<file path="src/rtl/write_back_stage.sv">
// Write-back pipeline stage: picks ALU or memory data, applies big-endian load
// extension, and registers the register-file write (data, index, enable).
module write_back_stage #(
    parameter int N         = 32,
    parameter int RF_ADDR_W = 5
) (
    input  logic                 clk,
    input  logic                 rst,
    input  logic [N-1:0]         data_from_memory,
    input  logic [N-1:0]         data_from_alu,
    input  logic [0:0]           select_wb,
    input  logic [2:0]           load_type,
    input  logic [1:0]           addr_lsb,
    input  logic [RF_ADDR_W-1:0] rd_in,
    input  logic                 rf_we_in,
    input  logic                 stall,
    input  logic                 flush,
    output logic [N-1:0]         data_to_rf,
    output logic [RF_ADDR_W-1:0] rd_out,
    output logic                 rf_we_out
);

    // Big-endian lanes: byte 0 is the most significant byte of the word.
    function automatic logic [31:0] extend_load(
        input logic [31:0] word,
        input logic [2:0]  ltype,
        input logic [1:0]  lsb
    );
        logic [7:0]  byte_v;
        logic [15:0] half_v;
        logic [31:0] res_v;
        case (lsb)
            2'd0:    byte_v = word[31:24];
            2'd1:    byte_v = word[23:16];
            2'd2:    byte_v = word[15:8];
            2'd3:    byte_v = word[7:0];
            default: byte_v = word[31:24];
        endcase
        half_v = lsb[1] ? word[15:0] : word[31:16];
        case (ltype)
            3'b001:  res_v = {{24{byte_v[7]}}, byte_v};
            3'b010:  res_v = {24'd0, byte_v};
            3'b011:  res_v = {{16{half_v[15]}}, half_v};
            3'b100:  res_v = {16'd0, half_v};
            default: res_v = word;
        endcase
        return res_v;
    endfunction

    logic [N-1:0] next_data_s;
    logic         next_we_s;
    logic         capture_s;

    // Next-state data/enable selection for the write-back register.
    always_comb begin
        next_data_s = data_from_alu;
        if (select_wb == 1'b1) begin
            next_data_s = extend_load(data_from_memory, load_type, addr_lsb);
        end else begin
            next_data_s = data_from_alu;
        end
        next_we_s = rf_we_in & ~flush & (rd_in != {RF_ADDR_W{1'b0}});
        capture_s = flush | ~stall;
    end

    // Output register: reset beats flush, flush beats stall.
    always_ff @(posedge clk) begin
        if (rst) begin
            data_to_rf <= {N{1'b0}};
            rd_out     <= {RF_ADDR_W{1'b0}};
            rf_we_out  <= 1'b0;
        end else if (capture_s) begin
            data_to_rf <= next_data_s;
            rd_out     <= rd_in;
            rf_we_out  <= next_we_s;
        end else begin
            data_to_rf <= data_to_rf;
            rd_out     <= rd_out;
            rf_we_out  <= rf_we_out;
        end
    end

endmodule

</file>
<file path="config.mk">
export PLATFORM = sky130hd
export DESIGN_NAME = write_back_stage
export DESIGN_NICKNAME = d
export VERILOG_FILES = /design/src/rtl/write_back_stage.sv
export SDC_FILE = /design/constraint.sdc
export NUM_CORES = 1
export LEC_CHECK = 0
export ABC_AREA = 1
export CORE_MARGIN = 1.5
export CORE_UTILIZATION = 39
export DETAILED_ROUTE_END_ITERATION = 8
export PLACE_DENSITY = 0.78
export SLEW_MARGIN = 0
export SYNTH_ARGS = -nofsm -noshare
export SYNTH_HDL_FRONTEND = slang
export SYNTH_SLANG_ARGS = --single-unit
</file>
<file path="constraint.sdc">
create_clock -name clk -period 1.4 [get_ports clk]
set_clock_uncertainty 0.15 [all_clocks]
set_input_delay 0.28 -clock clk [delete_from_list [all_inputs] [get_ports clk]]
set_output_delay 0.28 -clock clk [all_outputs]
set_load 0.03 [all_outputs]
</file>
==> results of run 1 <==
## power by group through the flow
stage          sequential (mW)  clock, mW  combinational (mW)
6_report                  1.23       1.14                1.49
5_1_grt                   1.24       1.19                1.59
4_1_cts                   1.23       1.15                1.45
3_5_place_dp              1.24          0                1.33
3_3_place_gp              1.24          0                1.31
2_1_floorplan             1.42          0               0.522
## worst max-delay path by stage
stage / startpoint / end / slack [ns] / cells past startpoint
floorplan: load_type[2] / data_to_rf[22] / 0.01 / 9
global placement: load_type[1] / data_to_rf[2] / -0.62 / 9
detailed placement: load_type[0] / data_to_rf[2] / -0.68 / 10
CTS: select_wb / data_to_rf[13] / 0.0005 / 7
global route: data_from_memory[30] / data_to_rf[14] / -0.04 / 7
finish: data_from_memory[30] / data_to_rf[14] / -0.007 / 7
## cells by family after synthesis
family | count (synthesis) | share of synthesized area (%)
flip-flops | 38 | 27.5
AND/OR/NAND/NOR | 260 | 42.6
AO/OA/AOI/OAI | 92 | 18.0
buffers and inverters | 71 | 11.9
## cells in the mapped netlist
cell	count	area share [%]
inv_1	40	5.4
clkinv_1	2	0.27
o21ai_0	46	8.3
a21oi_2	10	3.2
nor2_1	18	2.4
or2_2	23	5.2
o21ai_1	1	0.18
inv_2	2	0.27
nor2_8	1	0.72
nor2_2	1	0.23
buf_6	7	2.9
a21oi_1	35	6.3
nand3b_4	1	0.72
nand3_1	54	9.8
nor3_1	1	0.18
dfxtp_1	38	28
nand2_1	153	21
nand3b_1	1	0.27
buf_2	5	0.90
nand4_1	1	0.23
nand2_4	3	1.2
nand3_2	1	0.36
nand2_2	2	0.45
buf_4	1	0.27
clkbuf_1	14	1.9
## area by class of cell
type | count | area (um^2) | area share, %
multi-input cells | 352 | 1770 | 37.5
clock buffers | 5 | 68.8 | 1.46
well taps | 96 | 120 | 2.55
inverters | 44 | 178 | 3.77
clock inverters | 3 | 68.8 | 1.46
flip-flops and latches | 38 | 761 | 16.2
repair buffers | 183 | 1740 | 37.1
## what timing repair did
action,4_1_cts,5_1_grt
buffers inserted,9,3
resized for setup,83,25
pin swaps,10,8
cloned,4,0
endpoints found under the setup margin,37,32
## flip-flops by register name (all words and copies together) (netlist names)
signal      count
data_to_rf     32
rd_out          5
rf_we_out       1
## through the flow
stage               power (mW)  cell area [um^2]  instances  util [%]  hold slack [ns]
floorplan                 1.94              2770        461         -            0.199
global placement          2.56              4280        698      62.7            0.305
detailed placement        2.57              4280        698      62.7            0.318
CTS                       3.82              4670        719      68.4            0.283
global route              4.02              4710        721      68.9            0.338
finish                    3.86              4710        721      68.9            0.310
## per-layer routing
| metal | vias up | share of wire [%] |
|---|---|---|
| met1 | 1700 | 40 |
| met5 | - | 0 |
| li1 | 1801 | - |
| met4 | 0 | 3.1 |
| met3 | 31 | 7.6 |
| met2 | 185 | 49 |
## worst reg2reg max path: stages (launching register included)
cell and delay (ns):
dfxtp_1 0.33, o21ai_0 0.20, a21oi_2 0.05
==> results_dict.tcl, run 1 <==
set metrics [dict create \
    ys_types 25 \
    min-delay-start "stall" \
    gp_routability_congestion 0.919 \
    grtUsageTotal_pct 27.7 \
    violations "setup timing" \
    syn_area_um2 2770 \
    fin_setup_tns_ns -0.00664 \
    timing.critical_path.max_delay_family "buffers and inverters" \
    clockPowerShare_pct 29.6 \
    cts.path.max_buffers 2 \
    regToRegEndpoint "data_to_rf[18]" \
    power_density_nw_per_um2 819 \
    crit_buf_inv 1 \
    vias_per_cell 5.16 \
    timing.fmax_mhz 711 \
    initial_core_util_pct 40.5 \
    placementRows 30 \
    root_buffer "clkbuf_8" \
    die-area_um2 7600 \
    wirelength_mm 10.7 \
    dp_hpwl_mm 7.31 \
    critPathMaxStageDelay_ns 0.48 \
    clk_latency_ns 0.28 \
    first_iter_violations 259 \
    critPathLaunchType "primary input" \
    r2r_start "data_to_rf[18]" \
    clock_sinks 38 \
    die_x_um 87.2 \
    die_y_um 87.2 \
    rsz0062_at_grt "yes" \
    io-pin-count 118 \
    diodes 0 \
    switching_power_mw 1.26 \
    drive_gt1_share_pct 30.1 \
    yosysSeqAreaShare_pct 27.5 \
    fin_nets 704 \
    whs_path_depth 4 \
    path_class "primary input to flip-flop" \
    setup_viol 1 \
    grtUsageMet3_pct 4.45 \
    grt_pass1_vias 3528 \
    cp-end-kind "flip-flop" \
    power_frac_comb_pct 38.6 \
    drc 0 \
    reg2reg_depth 2 \
    worstPathMaxFanout 2 \
    path_cells "clkdlybuf4s50_1 > nor2_2 > nor2_2 > a21oi_2 > nand3_1 > nand2_1 > a21oi_2" \
    fillers 580 \
    r2r_setup_slack_ns 0.57 \
    worstMarginPinSlew_ns 0.378 \
    most-common-layout-cells "nand2_1, buf_4, clkdlybuf4s50_1, nand3_1, dfxtp_1" \
    min_path_type "primary input to flip-flop" \
    vdd_drop_max_mv 0.515 \
    hold_buffers 0 \
    hold_end "rf_we_out" \
    crit_arrival_ns 1.44 \
    top_usage_layer "met2" \
    slew_viol_final 0 \
    postSynthAreaPerCell_um2 6.00 \
    hold_viol_final 0 \
    num_vias 3717 \
    path_clk_slew_ns 0.08 \
    setup_ws_ns -0.00664 \
    final_common_cell "nand2_1" \
    syn-num-nets 541 \
    switching_share_pct 32.7 \
    min_period_over_period_pct 100 \
    synthCells 461 \
    gr-usage-met1_pct 35.0 \
    dr.pass1.iters 4 \
    design.core.area_um2 6830 \
    yosysWarnings 0 \
    slew_headroom_pct 74.5 \
    seqPwrFrac_pct 31.8 \
    dpl_worst_slack_ns -0.676 \
    gr-total-overflow 0 \
    cts_made_buffers 5 \
    worstPathRequired_ns 1.44 \
    htreeDepth 2 \
    cts_tree "yes" \
    grt_max_degree 26 \
    antenna_found_initial 0 \
    routedWlPerCell_um 14.8 \
    port_buffers 117 \
    ys_seq_elements 38 \
    syn_to_final_growth_pct 70.2 \
    ant_nets 0 \
    use_met2_pct 47.6 \
    grt_pass1_wl_mm 16.6 \
    layout_min_cycle_time_ns 1.41 \
    drv_cap 0 \
    cp_slowest_cell "clkdlybuf4s50_1" \
    status "complete, but fails checks" \
    internal-power_mw 2.59 \
    p_leak_nw 2.42 \
]
Power figures use the tool's default switching activity.
==> inputs of run 2 (changes only) <==
Settings changed: CORE_ASPECT_RATIO from default to 0.5.
==> run 2 against run 1 <==
Compared with the run above:
- via count did not move
- setup slack got worse by 0.014 ns
- fmax shrank 0.99%
- non-clock buffer count unchanged
- the flow still finishes with violations (setup timing)
- critical path type unchanged
- first-iteration DRC count is 5.0% higher
- routed wire length up 0.53%
- sequential share of layout area down 0.66 points
- core utilization is 3.5 points higher
- final cell count down 0.28%
- total power grew 2.5%
- final area is 4.3% higher
==> results_dict.tcl, run 2 (synthesis results as in run 1) <==
set metrics [dict create \
    worstMarginPinSlew_ns 0.272 \
    top_regs "data_to_rf (32), rd_out (5), rf_we_out (1)" \
    cpMostUsedCell "nand2_1" \
    hold_buffers 0 \
    root_buffer "clkbuf_16" \
    path_class "primary input to flip-flop" \
    port_buffers 117 \
    gr-total-overflow 0 \
    die-area_um2 7630 \
    power_density_nw_per_um2 805 \
    grt_pass1_vias 3360 \
    placedCellCount 696 \
    timing.fmax_mhz 704 \
    clock_sinks 38 \
    hold_end "rf_we_out" \
    fin_cells 719 \
    r2r_start "data_to_rf[8]" \
    vdd_drop_max_mv 0.540 \
    fin_total_pwr_mw 3.95 \
    syn_to_final_growth_pct 77.5 \
    grtUsageTotal_pct 27.2 \
    cts.path.max_buffers 2 \
    dr.pass1.iters 5 \
    grt_max_degree 27 \
    reg2reg_depth 2 \
    r2r_setup_slack_ns 0.53 \
    final-seq-area_um2 761 \
    setup_ws_ns -0.0206 \
    hold_viol_final 0 \
    gr-usage-met1_pct 35.1 \
    drv_cap 0 \
    worstPathRequired_ns 1.42 \
    htreeDepth 2 \
    dpl_worst_slack_ns -0.691 \
    top_usage_layer "met2" \
    final_common_cell "nand2_1" \
    diodes 0 \
    fin_nets 706 \
    multi_input_area_um2 1830 \
    min_path_type "primary input to flip-flop" \
    io-pin-count 118 \
    path_cells "clkdlybuf4s50_1 > inv_1 > nand2_1 > o21ai_1 > nor2_1 > nand3b_1 > nand2_1 > a21oi_1" \
    final_util_pct 72.4 \
    routedWlPerCell_um 14.9 \
    status "complete, but fails checks" \
    largest_register_ffs 32 \
    grt_pass1_wl_mm 16.5 \
    path_clk_slew_ns 0.06 \
    crit_buf_inv 2 \
    antenna_found_initial 0 \
    cp-end-kind "flip-flop" \
    setup_viol 2 \
    worstPathMaxFanout 2 \
    fin_hold_ws_ns 0.298 \
    first_iter_violations 272 \
    wirelength_mm 10.7 \
    ant_nets 0 \
    drive_gt1_share_pct 30.3 \
    placementRows 21 \
    initial_core_util_pct 40.8 \
    dpl_cell_area_um2 4340 \
    violations "setup timing" \
    design_area_um2 4910 \
    timing.critical_path.max_delay_family "buffers and inverters" \
    vias_per_cell 5.17 \
    dp_hpwl_mm 6.95 \
    clk_latency_ns 0.28 \
    layout_min_cycle_time_ns 1.42 \
    die_y_um 62.5 \
    num_vias 3717 \
    whs_path_depth 4 \
    fillers 554 \
    drc 0 \
    critPathMaxStageDelay_ns 0.43 \
    use_met2_pct 44.7 \
    most-common-layout-cells "nand2_1, buf_4, clkdlybuf4s50_1, nand3_1, dfxtp_1" \
    min-delay-start "stall" \
    crit_arrival_ns 1.44 \
    critPathLaunchType "primary input" \
    gp_routability_congestion 0.931 \
    regMostFlops "data_to_rf" \
    regToRegEndpoint "data_to_rf[8]" \
    grtUsageMet3_pct 6.75 \
    fin_setup_tns_ns -0.0338 \
    die_x_um 122 \
    cp_slowest_cell "clkdlybuf4s50_1" \
    p_leak_nw 2.49 \
    cts_tree "yes" \
    min_period_over_period_pct 101 \
    slew_headroom_pct 81.8 \
    design.core.area_um2 6780 \
    cts_made_buffers 5 \
    slew_viol_final 0 \
]
-- run 2: changes by cell type in the layout (fill, tap and decap cells not counted), sizes merged, moves of 2 or more --
cell	delta
nand2	+2
dlymetal6s2s	+5
bufinv	-2
inv	-2
clkdlybuf4s50	-4
buf	+2
-- run 2: what timing repair did --
item                                   4_1_cts  5_1_grt
resized for setup                           78       38
endpoints found under the hold margin        0        0
cloned                                       6        0
setup endpoints to repair                   37       30
buffers inserted                             6        3
pin swaps                                    8        9
-- run 2: power breakdown --
part	total, mW	internal, mW	leakage [nW]	switching [mW]
clock	1.14	0.706	0.0739	0.430
combinational	1.57	0.771	2.10	0.803
sequential	1.24	1.17	0.316	0.0659
-- run 2: cell type report --
cell class	count	share of cell area, %
well taps	92	2.35
clock buffers	7	2.91
clock inverters	1	0.102
multi-input cells	354	37.3
flip-flops and latches	38	15.5
repair buffers	183	38.2
inverters	44	3.62
-- run 2: worst max-delay path by stage --
stage | startpoint | end | slack [ns] | cells after the start
after floorplan | load_type[2] | data_to_rf[22] | 0.01 | 9
after global placement | stall | data_to_rf[8] | -0.71 | 7
after detailed placement | stall | data_to_rf[8] | -0.69 | 7
after CTS | data_from_memory[8] | data_to_rf[8] | -0.02 | 8
after global routing | load_type[1] | data_to_rf[15] | -0.06 | 10
final | data_from_memory[12] | data_to_rf[12] | -0.02 | 8
-- run 2: tightest hold or removal path: cells and delay by family --
family                 cells  cell delay, ns
buffers and inverters      1            0.22
AND/OR/NAND/NOR            2            0.12
AO/OA/AOI/OAI              1            0.06
-- run 2: per-layer routing --
layer	part of all wire [%]	routed length (um)
met2	46	4960
met5	0	0
met3	9.4	1010
met4	2.2	239
met1	42	4500
==> inputs of run 3 (changes only) <==
Settings changed: CORE_UTILIZATION 39 to 60, CTS_CLUSTER_SIZE from default to 16, DONT_BUFFER_PORTS from default to 1, PLACE_DENSITY 0.78 to 0.76.
Clock period 1.4 ns to 1.55 ns, I/O delays scaled along.
==> run 3 against run 2 <==
Compared with the run above:
- the flow finishes with violations (DRC)
- flip-flop and latch count unchanged
- total power is 27% lower
- setup slack improved by 0.19 ns
- worst hold slack lost 0.28 ns
- critical path depth is the same
- clock power shrank 8%
- combinational power is 65% lower
- critical endpoint is now data_to_rf[2]
- largest power group is now registers
==> results_dict.tcl, run 3 (synthesis results as in run 1) <==
set metrics [dict create \
    diodes 0 \
    worstPathRequired_ns 1.62 \
    path_class "primary input to flip-flop" \
    design.core.area_um2 4400 \
    cts_made_buffers 5 \
    io-pin-count 118 \
    timing.critical_path.max_delay_family "simple AND/OR/NAND/NOR gates" \
    first_iter_violations 217 \
    grt_max_degree 72 \
    fillers 426 \
    power_density_nw_per_um2 981 \
    die_y_um 51.0 \
    fin_setup_tns_ns 0 \
    routed.top_layer "met4" \
    slew_viol_final 0 \
    most-common-layout-cells "nand2_1, nand3_1, o21ai_0, inv_1, dfxtp_1" \
    slew_headroom_pct 72.6 \
    cts.path.max_buffers 2 \
    dr.pass1.iters 9 \
    dp_hpwl_mm 5.40 \
    status "complete, but fails checks" \
    vias_per_cell 5.58 \
    min_path_type "primary input to flip-flop" \
    rsz0062_at_grt "no" \
    crit_arrival_ns 1.46 \
    cts.repair.resized 0 \
    largest_register_ffs 32 \
    multi_input_area_um2 1680 \
    hold_buffers 1 \
    final_common_cell "nand2_1" \
    m1WireLength_mm 3.40 \
    drv_cap 0 \
    grtUsageTotal_pct 29.4 \
    timing.fmax_mhz 722 \
    critPathLaunchType "primary input" \
    whs_path_depth 2 \
    wirelength_mm 7.57 \
    worstPathMaxFanout 32 \
    drive_gt1_share_pct 13.9 \
    htreeDepth 2 \
    critPathMaxStageDelay_ns 0.37 \
    grt_pass1_vias 2497 \
    num_vias 2853 \
    min_period_over_period_pct 89.4 \
    cts_tree "yes" \
    gp_routability_congestion 0.968 \
    grt_pass1_wl_mm 11.7 \
    ant_nets 0 \
    cts_setup_buffers 0 \
    violations "DRC" \
    path_clk_slew_ns 0.08 \
    die_x_um 99.0 \
    port_buffers 0 \
    p_leak_nw 1.51 \
    wl_met3_mm 1.04 \
    wl_met2_mm 3.09 \
    fin_nets 533 \
    reg2reg_depth 2 \
    antenna_found_initial 0 \
    path_cells "inv_1 > nand3_1 > nand2_4 > nor2_8 > nand2_1 > nand3_1 > nand2_1 > a21oi_1" \
    crit_buf_inv 1 \
    setup_ws_ns 0.165 \
    vdd_drop_max_mv 0.522 \
    setup_viol 0 \
    clock_sinks 38 \
    initial_core_util_pct 62.8 \
    clk_latency_ns 0.28 \
    gr-total-overflow 0 \
    dpl_worst_slack_ns -0.0916 \
    syn_to_final_growth_pct 6.06 \
    final-seq-area_um2 761 \
    die-area_um2 5050 \
    cp_slowest_cell "nor2_8" \
    drc 9 \
    hold_viol_final 0 \
    regMostFlops "data_to_rf" \
    placementRows 17 \
    worstMarginPinSlew_ns 0.411 \
    routedWlPerCell_um 14.8 \
    top_regs "data_to_rf (32), rd_out (5), rf_we_out (1)" \
    cp.depth 8 \
    root_buffer "clkbuf_8" \
    layout_min_cycle_time_ns 1.39 \
    cp-end-kind "flip-flop" \
]
## run 3: power breakdown
group | total [mW] | internal (mW) | switching (mW)
Clock | 1.05 | 0.687 | 0.362
Combinational | 0.554 | 0.217 | 0.337
Sequential | 1.27 | 1.06 | 0.215
## run 3: stage by stage
| step | hold WS [ns] | power [mW] | instance area, um^2 | utilization (%) | instances |
|---|---|---|---|---|---|
| 2_1_floorplan | 0.229 | 1.75 | 2770 | - | 461 |
| 3_5_place_dp | 0.242 | 1.84 | 2780 | 63.1 | 502 |
| 5_1_grt | 0.00203 | 3.02 | 2930 | 66.6 | 511 |
| 6_report | 0.0141 | 2.88 | 2930 | 66.6 | 511 |
| 3_3_place_gp | 0.230 | 1.82 | 2780 | 63.1 | 502 |
| 4_1_cts | 0.00153 | 2.88 | 2930 | 66.6 | 511 |
## run 3: layer usage
metal	track usage [%]	up-vias
li1	-	1455
met1	41.6	1245
met5	0	-
met4	4.29	0
met3	10.4	6
met2	43.8	147
## run 3: worst register-to-register path, delay by kind of cell (launching register included)
| family | cells | cell delay, ns |
|---|---|---|
| flops | 1 | 0.53 |
| compound gates | 2 | 0.29 |
## run 3: area by class of cell
cell class	instances	area share, %
Tap cell	57	2.43
Sequential cell	38	25.9
Timing Repair Buffer	12	4.01
Clock buffer	6	2.82
Clock inverter	2	2.05
Inverter	44	5.63
Multi-Input combinational cell	352	57.1
## run 3: path summary, 6_finish.rpt
| check | from | to | slack, ns |
|---|---|---|---|
| hold / removal | select_wb | data_to_rf[8] | 0.01 |
| hold reg to reg | rd_out[0] | rd_out[0] | 0.49 |
| setup / recovery | load_type[2] | data_to_rf[2] | 0.16 |
| setup reg to reg | data_to_rf[26] | data_to_rf[26] | 0.52 |
